[src/rtl/dmem_arbiter.sv]
// Round-robin arbiter sharing a single-port data memory between the load/store
// unit (port 0) and the debug/loader port (port 1); one access in flight.
module dmem_arbiter #(
   parameter int DATA_W = 32,
   parameter int ADDR_W = 32,
   parameter int DEPTH  = 32
) (
   input  logic              clk,
   input  logic              reset,

   input  logic              r0_req,
   input  logic              r0_we,
   input  logic [ADDR_W-1:0] r0_addr,
   input  logic [DATA_W-1:0] r0_wdata,
   output logic              r0_ack,
   output logic [DATA_W-1:0] r0_rdata,
   output logic              r0_err,

   input  logic              r1_req,
   input  logic              r1_we,
   input  logic [ADDR_W-1:0] r1_addr,
   input  logic [DATA_W-1:0] r1_wdata,
   output logic              r1_ack,
   output logic [DATA_W-1:0] r1_rdata,
   output logic              r1_err,

   output logic              MemRead,
   output logic              MemWrite,
   output logic [ADDR_W-1:0] mem_address,
   output logic [DATA_W-1:0] mem_writeData,
   input  logic [DATA_W-1:0] mem_readData
);

   // Handshake: a requester raises rN_req with we/addr/wdata valid and holds it
   // until rN_ack; those inputs are captured only on the grant edge. rN_ack is a
   // one-cycle pulse carrying rN_rdata/rN_err; req must drop the cycle after ack.

   typedef enum logic [1:0] {
      ST_IDLE   = 2'd0,
      ST_ACCESS = 2'd1,
      ST_DONE   = 2'd2
   } state_t;

   localparam logic [ADDR_W:0] DEPTH_EXT = (ADDR_W+1)'(DEPTH);

   state_t            state_q, state_d;
   logic              prio_q,  prio_d;
   logic              gnt_q,   gnt_d;
   logic              we_q,    we_d;
   logic [ADDR_W-1:0] addr_q,  addr_d;
   logic [DATA_W-1:0] wdata_q, wdata_d;
   logic              err_q,   err_d;
   logic [DATA_W-1:0] rdata_q, rdata_d;

   logic              sel;
   logic              in_range;
   logic              in_access;
   logic              in_done;

   // Unsigned compare on a widened copy so DEPTH == 2**ADDR_W cannot wrap.
   assign in_range  = ({1'b0, addr_q} < DEPTH_EXT);
   assign in_access = (state_q == ST_ACCESS);
   assign in_done   = (state_q == ST_DONE);

   always_comb begin
      state_d = state_q;
      prio_d  = prio_q;
      gnt_d   = gnt_q;
      we_d    = we_q;
      addr_d  = addr_q;
      wdata_d = wdata_q;
      err_d   = err_q;
      rdata_d = rdata_q;
      sel     = 1'b0;

      case (state_q)
         ST_IDLE: begin
            if (r0_req || r1_req) begin
               sel     = (r0_req && r1_req) ? prio_q : r1_req;
               gnt_d   = sel;
               we_d    = sel ? r1_we    : r0_we;
               addr_d  = sel ? r1_addr  : r0_addr;
               wdata_d = sel ? r1_wdata : r0_wdata;
               err_d   = 1'b0;
               rdata_d = '0;
               state_d = ST_ACCESS;
            end
         end

         ST_ACCESS: begin
            err_d   = !in_range;
            rdata_d = (in_range && !we_q) ? mem_readData : '0;
            state_d = ST_DONE;
         end

         ST_DONE: begin
            prio_d  = !gnt_q;
            state_d = ST_IDLE;
         end

         default: begin
            state_d = ST_IDLE;
         end
      endcase
   end

   always_ff @(posedge clk) begin
      if (reset) begin
         state_q <= ST_IDLE;
         prio_q  <= 1'b0;
         gnt_q   <= 1'b0;
         we_q    <= 1'b0;
         addr_q  <= '0;
         wdata_q <= '0;
         err_q   <= 1'b0;
         rdata_q <= '0;
      end else begin
         state_q <= state_d;
         prio_q  <= prio_d;
         gnt_q   <= gnt_d;
         we_q    <= we_d;
         addr_q  <= addr_d;
         wdata_q <= wdata_d;
         err_q   <= err_d;
         rdata_q <= rdata_d;
      end
   end

   // Address/data come straight from the grant latches, so they are stable for
   // the whole ACCESS cycle and simply hold their last value otherwise.
   assign MemRead       = in_access && in_range && !we_q;
   assign MemWrite      = in_access && in_range &&  we_q;
   assign mem_address   = addr_q;
   assign mem_writeData = wdata_q;

   assign r0_ack   = in_done && !gnt_q;
   assign r1_ack   = in_done &&  gnt_q;
   assign r0_rdata = r0_ack ? rdata_q : '0;
   assign r1_rdata = r1_ack ? rdata_q : '0;
   assign r0_err   = r0_ack && err_q;
   assign r1_err   = r1_ack && err_q;

endmodule

[config.mk]
export PLATFORM = sky130hd
export DESIGN_NAME = dmem_arbiter
export DESIGN_NICKNAME = d
export VERILOG_FILES = /design/src/rtl/dmem_arbiter.sv
export SDC_FILE = /design/constraint.sdc
export NUM_CORES = 1
export LEC_CHECK = 0
export BUFFER_PORTS_ARGS = -buffer_cell sky130_fd_sc_hd__buf_4
export CAP_MARGIN = 20
export CORE_AREA = 2 2 116 118
export DETAILED_ROUTE_END_ITERATION = 12
export DIE_AREA = 0 0 118 120
export PLACE_DENSITY_LB_ADDON = 0.12
export SYNTH_ARGS = -nofsm -noshare
export SYNTH_HDL_FRONTEND = slang
export SYNTH_SLANG_ARGS = --single-unit
[constraint.sdc]
create_clock -name clk -period 6 [get_ports clk]
set_input_delay 0.6 -clock clk [delete_from_list [all_inputs] [get_ports clk]]
set_output_delay 0.6 -clock clk [all_outputs]
set_load 0.05 [all_outputs]
==> results of run 1 <==
routing by layer:
metal | wire (µm) | global-route usage, %
met3 | 1090 | 5.56
met5 | 0 | 0
met1 | 5410 | 21.2
met2 | 7090 | 33.4
met4 | 433 | 9.94
path summary, 6_finish.rpt:
kind         slack [ns]                 to             start  cells after the start
min reg2reg        0.49        rdata_q[16]       rdata_q[16]                      1
max                3.14           MemWrite    mem_address[7]                      5
min                0.47        rdata_q[27]  mem_readData[27]                      2
max reg2reg        3.58  mem_writeData[11]            prio_q                      4
final cells by class:
cell class | instances | area, µm² | area share [%]
multi-input cells | 325 | 2310 | 32.3
repair buffers | 306 | 2310 | 32.3
flip-flops and latches | 102 | 2040 | 28.5
clock buffers | 14 | 264 | 3.69
well taps | 176 | 220 | 3.08
inverters | 2 | 7.51 | 0.105
clock inverters | 1 | 5.00 | 0.0699
registers in the layout, summed over array words and instances (netlist names):
register / cells
err_q: 1
gnt_q: 1
mem_address: 32
mem_writeData: 32
prio_q: 1
rdata_q: 32
state_q: 2
we_q: 1
metrics by stage:
stage / instances / hold slack (ns) / total power [W] / util, % / instance area (µm²)
after global placement: 910 / 0.468 / 0.00130 / 52.9 / 6870
after CTS: 925 / 0.449 / 0.00186 / 55.0 / 7140
after floorplan: 470 / 0.455 / 0.00110 / - / 4520
final: 926 / 0.465 / 0.00183 / 55.2 / 7160
after global routing: 926 / 0.450 / 0.00192 / 55.2 / 7160
after detailed placement: 910 / 0.473 / 0.00131 / 52.9 / 6870
layout by cell type (no fill, tap or decap), drive strengths merged:
cell and instances:
mux2i 65, o21ai 2, or3 1, nand2b 1, nor2 74, nor4 5, and2 67, a21oi 1
nand4 1, buf 306, dfxtp 102, or2b 1, inv 2, clkbuf 14, clkinv 1, or4 4
mux2 1, nor3 4, a22o 32, a211oi 66
cells in the mapped netlist (2+ instances only):
| cell | number | area share (%) |
|---|---|---|
| and2_1 | 67 | 9.3 |
| nor2_1 | 74 | 6.1 |
| inv_1 | 2 | 0.17 |
| buf_6 | 3 | 0.75 |
| buf_1 | 9 | 0.75 |
| mux2i_1 | 65 | 14 |
| nor3_1 | 4 | 0.44 |
| a22o_1 | 32 | 6.2 |
| clkbuf_1 | 25 | 2.1 |
| a211oi_1 | 66 | 11 |
| buf_2 | 4 | 0.44 |
| dfxtp_1 | 102 | 45 |
| nor4_1 | 4 | 0.55 |
| or4_1 | 3 | 0.50 |
critical path, delay by kind of cell (launching register included):
family	cells	cell delay [ns]
simple gates	4	1.41
flops	1	0.32
buf+inv	1	0.19
logic make-up after synthesis:
group / count (synthesis) / share of synthesized area, %
AOI/OAI and AO/OA: 101 / 17.5
buffers and inverters: 43 / 4.18
DFF: 102 / 45.1
muxes: 66 / 14.6
and+or+nand+nor: 158 / 18.6
power by group through the flow:
stage,sequential [W],combinational [W],clock [W]
after floorplan,0.000950,0.000154,0
after global placement,0.000780,0.000524,0
after detailed placement,0.000782,0.000530,0
after CTS,0.000768,0.000530,0.000561
after global routing,0.000774,0.000561,0.000588
final,0.000767,0.000527,0.000541
==> impl_metrics.csv, run 1 <==
group,metric,value,unit
cells_and_area,diodes,0,
critical_path,critical_path_class,"register to output pin",
timing,worst_slew_pin_slew,0.979,ns
placed_design,pre_cts_ws,3.14,ns
power,ir_drop,0.000121,V
power,power-per-cell-area,256,nW/µm²
critical_path,end_kind,"output pin",
placed_design,dp_hpwl,10.4,mm
die,die_w,118,µm
clocking,cts_tree,"built",
critical_path,crit_chain,"or4_1 > or4_4 > nor2_1 > and2_1 > buf_4",
power,p_seq_share,41.8,%
drt,drc,0,
clocking,clock_latency,0.34,ns
drt,num_vias,4485,
yosys,synth_area,4520,µm²
clocking,cts_buffer_depth,2,
clocking,cts.reportedPaths.clkPinSlew,0.06,ns
clocking,numCtsBuffers,9,
clocking,hold_buffers,0,
yosys,syn_avg_cell_area,9.62,µm²
timing,slew_viol_final,0,
timing,setup_tns,0,ns
clocking,ctsResizeCount,0,
clocking,clockRootBuffer,"clkbuf_16",
critical_path,crit_arrival,2.26,ns
global_routing,grt_overflow_total,0,
critical_path,critPathSlowestCell,"or4_4",
yosys,synth_edf_count,0,
cells_and_area,nets,912,
drt,antenna_left,0,
cells_and_area,drive_gt1_share,43.3,%
power,p_switching,0.000601,W
drt,wl,14.0,mm
drt,wl_per_cell,15.1,µm
die,core,13000,µm²
yosys,netlist_instances,470,
global_routing,grt_pass1_wl,21.4,mm
power,p_int,0.00123,W
die,start_util,34.8,%
critical_path,cp_data_required_time,5.40,ns
timing,setup_viol,0,
power,combPwrFrac,28.7,%
run,drv_cap,0,
timing,fin_ws,3.14,ns
die,io_pins,300,
drt,dr.pass1.iters,4,
die,num_rows,42,
global_routing,grt_use_total,19.2,%
timing,final-hold-violation-count,0,
critical_path,cp-start-kind,"register",
timing,max_freq,349,MHz
power,p_leak,3.60,nW
yosys,synth-seq-area-share,45.1,%
worst_hold_path,hp-class,"primary input to register",
yosys,synth_seq_cells,102,
yosys,synthArstFlopShare,0,%
timing,fin_crit_sh,47.7,%
global_routing,grt_pass1_vias,4317,
yosys,syn_nets,636,
timing,relSlewSlack,34.5,%
global_routing,antenna_found_initial,0,
critical_path,slowest_delay,0.58,ns
yosys,ys_warn_count,0,
yosys,synth_ff_type,"dfxtp_1",
cells_and_area,syn2layout_area_growth,58.3,%
timing,rsz0062_at_grt,"false",
power,pwr-share-clk,29.5,%
yosys,synth_cell_types,24,
clocking,clkSinkCount,102,
die,dieHeight,120,µm
placed_design,portBuffers,299,
critical_path,cp_max_fo,3,
timing,fin_worst_skew,0.00618,ns
clocking,htreeDepth,3,
drt,routed_via_density,4.84,
run_status,status,"complete, no violations",
global_routing,grt_max_degree,132,
placed_design,place_congestion,0.782,
drt,dr.first_iter.drc_count,153,
power,switching_share,32.7,%
clocking,cts_setup_buffers,0,
die,die-area,14200,µm²
timing,period_needed,2.86,ns
cells_and_area,fillers,1178,
No activity file was read; power rests on OpenSTA's default activity.
==> run 2, diff against run 1 <==
==> constraint.sdc (replaced) <==
create_clock -name clk -period 2.6 [get_ports clk]
set_input_delay 0.26 -clock clk [delete_from_list [all_inputs] [get_ports clk]]
set_output_delay 0.26 -clock clk [all_outputs]
set_load 0.05 [all_outputs]
==> run 2 against run 1 <==
Effect of this change:
- clock power increased by 140%
- flip-flop and latch count is the same
- global-route usage decreased by 0.23 points
- critical path depth is the same
- combinational power rose by 130%
- utilization increased by 0.77 points
- final cell count up 0.43%
- register-to-register slack lost 3.2 ns
- non-clock buffer count rose by 4
==> impl_metrics.csv, run 2 (same netlist as run 1, synthesis figures left out) <==
group,metric,value,unit
run_status,status,"complete, no violations",
cells_and_area,final_cell_mix,"buf_4 (305), dfxtp_1 (102), nor2_1 (73)",
drt,drc,0,
timing,fin_worst_skew,0.00531,ns
clocking,clock_latency,0.34,ns
die,num_rows,42,
drt,dr.pass1.iters,4,
critical_path,cp_data_required_time,2.34,ns
critical_path,critical_path_class,"register to output pin",
placed_design,place_inst,915,
clocking,numCtsBuffers,9,
timing,setup_viol,0,
power,ir_drop,0.000283,V
global_routing,antenna_found_initial,0,
cells_and_area,final_cell_area,7260,µm²
cells_and_area,syn2layout_area_growth,60.5,%
global_routing,grt_util_met1,20.8,%
critical_path,r2r_start,"mem_address[7]",
die,io_pins,300,
critical_path,end_kind,"output pin",
global_routing,grt.busiest_layer,"met2",
critical_path,r2r_end,"rdata_q[7]",
clocking,clkSinkCount,102,
drt,wl,13.8,mm
power,p_leak,3.64,nW
critical_path,crit_arrival,2.26,ns
placed_design,place_congestion,0.763,
clocking,htreeDepth,3,
timing,slew_viol_final,0,
power,power-per-cell-area,593,nW/µm²
cells_and_area,drive_gt1_share,43.6,%
clocking,clockRootBuffer,"clkbuf_16",
critical_path,cp-start-kind,"register",
cells_and_area,mostFrequentLayoutCell,"buf_4",
die,die_w,118,µm
placed_design,placed_cell_area,6980,µm²
timing,setup_tns,0,ns
clocking,cts.reportedPaths.clkPinSlew,0.06,ns
power,switching_share,31.9,%
timing,fin_crit_sh,96.8,%
clocking,cts_tree,"built",
worst_hold_path,min_path_cells,2,
cells_and_area,nets,916,
timing,rsz0062_at_grt,"false",
timing,worst_slew_pin_slew,0.759,ns
drt,antenna_left,0,
global_routing,use_met3,5.28,%
drt,wl_per_cell,14.8,µm
die,core,13000,µm²
drt,num_vias,4452,
die,dieHeight,120,µm
timing,whs,0.129,ns
cells_and_area,post-route-util,55.9,%
drt,dr.first_iter.drc_count,174,
clocking,hold_buffers,0,
run,drv_cap,0,
timing,max_freq,397,MHz
cells_and_area,layout.cells.non_filler,930,
placed_design,dp_hpwl,10.8,mm
clocking,ctsResizeCount,0,
critical_path,reg2regPathDepth,5,
global_routing,grt_pass1_vias,4333,
power,p_int,0.00293,W
global_routing,use_met2,34.8,%
timing,period_needed,2.52,ns
power,p_seq_share,41.1,%
critical_path,cp-startpoint,"mem_address[7]",
global_routing,grt_overflow_total,0,
die,start_util,34.8,%
critical_path,crit_end,"MemWrite",
global_routing,grt_max_degree,85,
power,pwr-share-clk,30.3,%
die,die-area,14200,µm²
cells_and_area,diodes,0,
placed_design,portBuffers,299,
clocking,cts_setup_buffers,0,
critical_path,reg2reg_slack,0.43,ns
power,combPwrFrac,28.6,%
clocking,cts_buffer_depth,2,
power,p_switching,0.00137,W
global_routing,grt_pass1_wl,21.4,mm
timing,relSlewSlack,49.2,%
drt,routed_via_density,4.79,
timing,final-hold-violation-count,0,
critical_path,cp_max_fo,3,
worst_hold_path,hp-class,"primary input to register",
global_routing,grt_use_total,18.9,%
==> run 2: worst min path at each step <==
| stage | startpoint | end | slack [ns] |
|---|---|---|---|
| after floorplan | mem_readData[0] | rdata_q[0] | 0.39 |
| after global placement | mem_readData[25] | rdata_q[25] | 0.47 |
| after detailed placement | mem_readData[21] | rdata_q[21] | 0.47 |
| after CTS | mem_readData[26] | rdata_q[26] | 0.11 |
| after global routing | mem_readData[19] | rdata_q[19] | 0.13 |
| final | mem_readData[26] | rdata_q[26] | 0.13 |
==> run 2: power by group through the flow <==
stage | sequential [W] | clock (W) | combinational [W]
2_1_floorplan | 0.00219 | 0 | 0.000356
3_3_place_gp | 0.00180 | 0 | 0.00124
3_5_place_dp | 0.00180 | 0 | 0.00125
4_1_cts | 0.00177 | 0.00136 | 0.00125
5_1_grt | 0.00179 | 0.00141 | 0.00131
6_report | 0.00177 | 0.00130 | 0.00123
==> run 2: worst max-delay path, stage by stage (launching register included) <==
cell,delay [ns]
dfxtp_1,0.33
or4_1,0.52
or4_4,0.58
nor2_1,0.16
and2_1,0.14
buf_4,0.19
==> run 2: area by class of cell <==
cell class | instances | area (µm²)
clock buffers | 14 | 254
clock inverters | 1 | 30.0
fillers | 1161 | 5720
inverters | 2 | 7.51
multi-input cells | 325 | 2320
flip-flops and latches | 102 | 2040
well taps | 176 | 220
repair buffers | 310 | 2390
==> run 2: routing by layer <==
metal	wire length [µm]	share of wire (%)
met5	0	0
met4	221	1.6
met3	956	6.9
met2	7060	51
met1	5520	40
==> run 2: metrics by stage <==
step | total power [W] | worst slack (ns)
2_1_floorplan | 0.00255 | 0.0629
3_3_place_gp | 0.00303 | 0.442
3_5_place_dp | 0.00305 | 0.430
4_1_cts | 0.00438 | 0.0547
5_1_grt | 0.00451 | 0.00838
6_report | 0.00431 | 0.0827
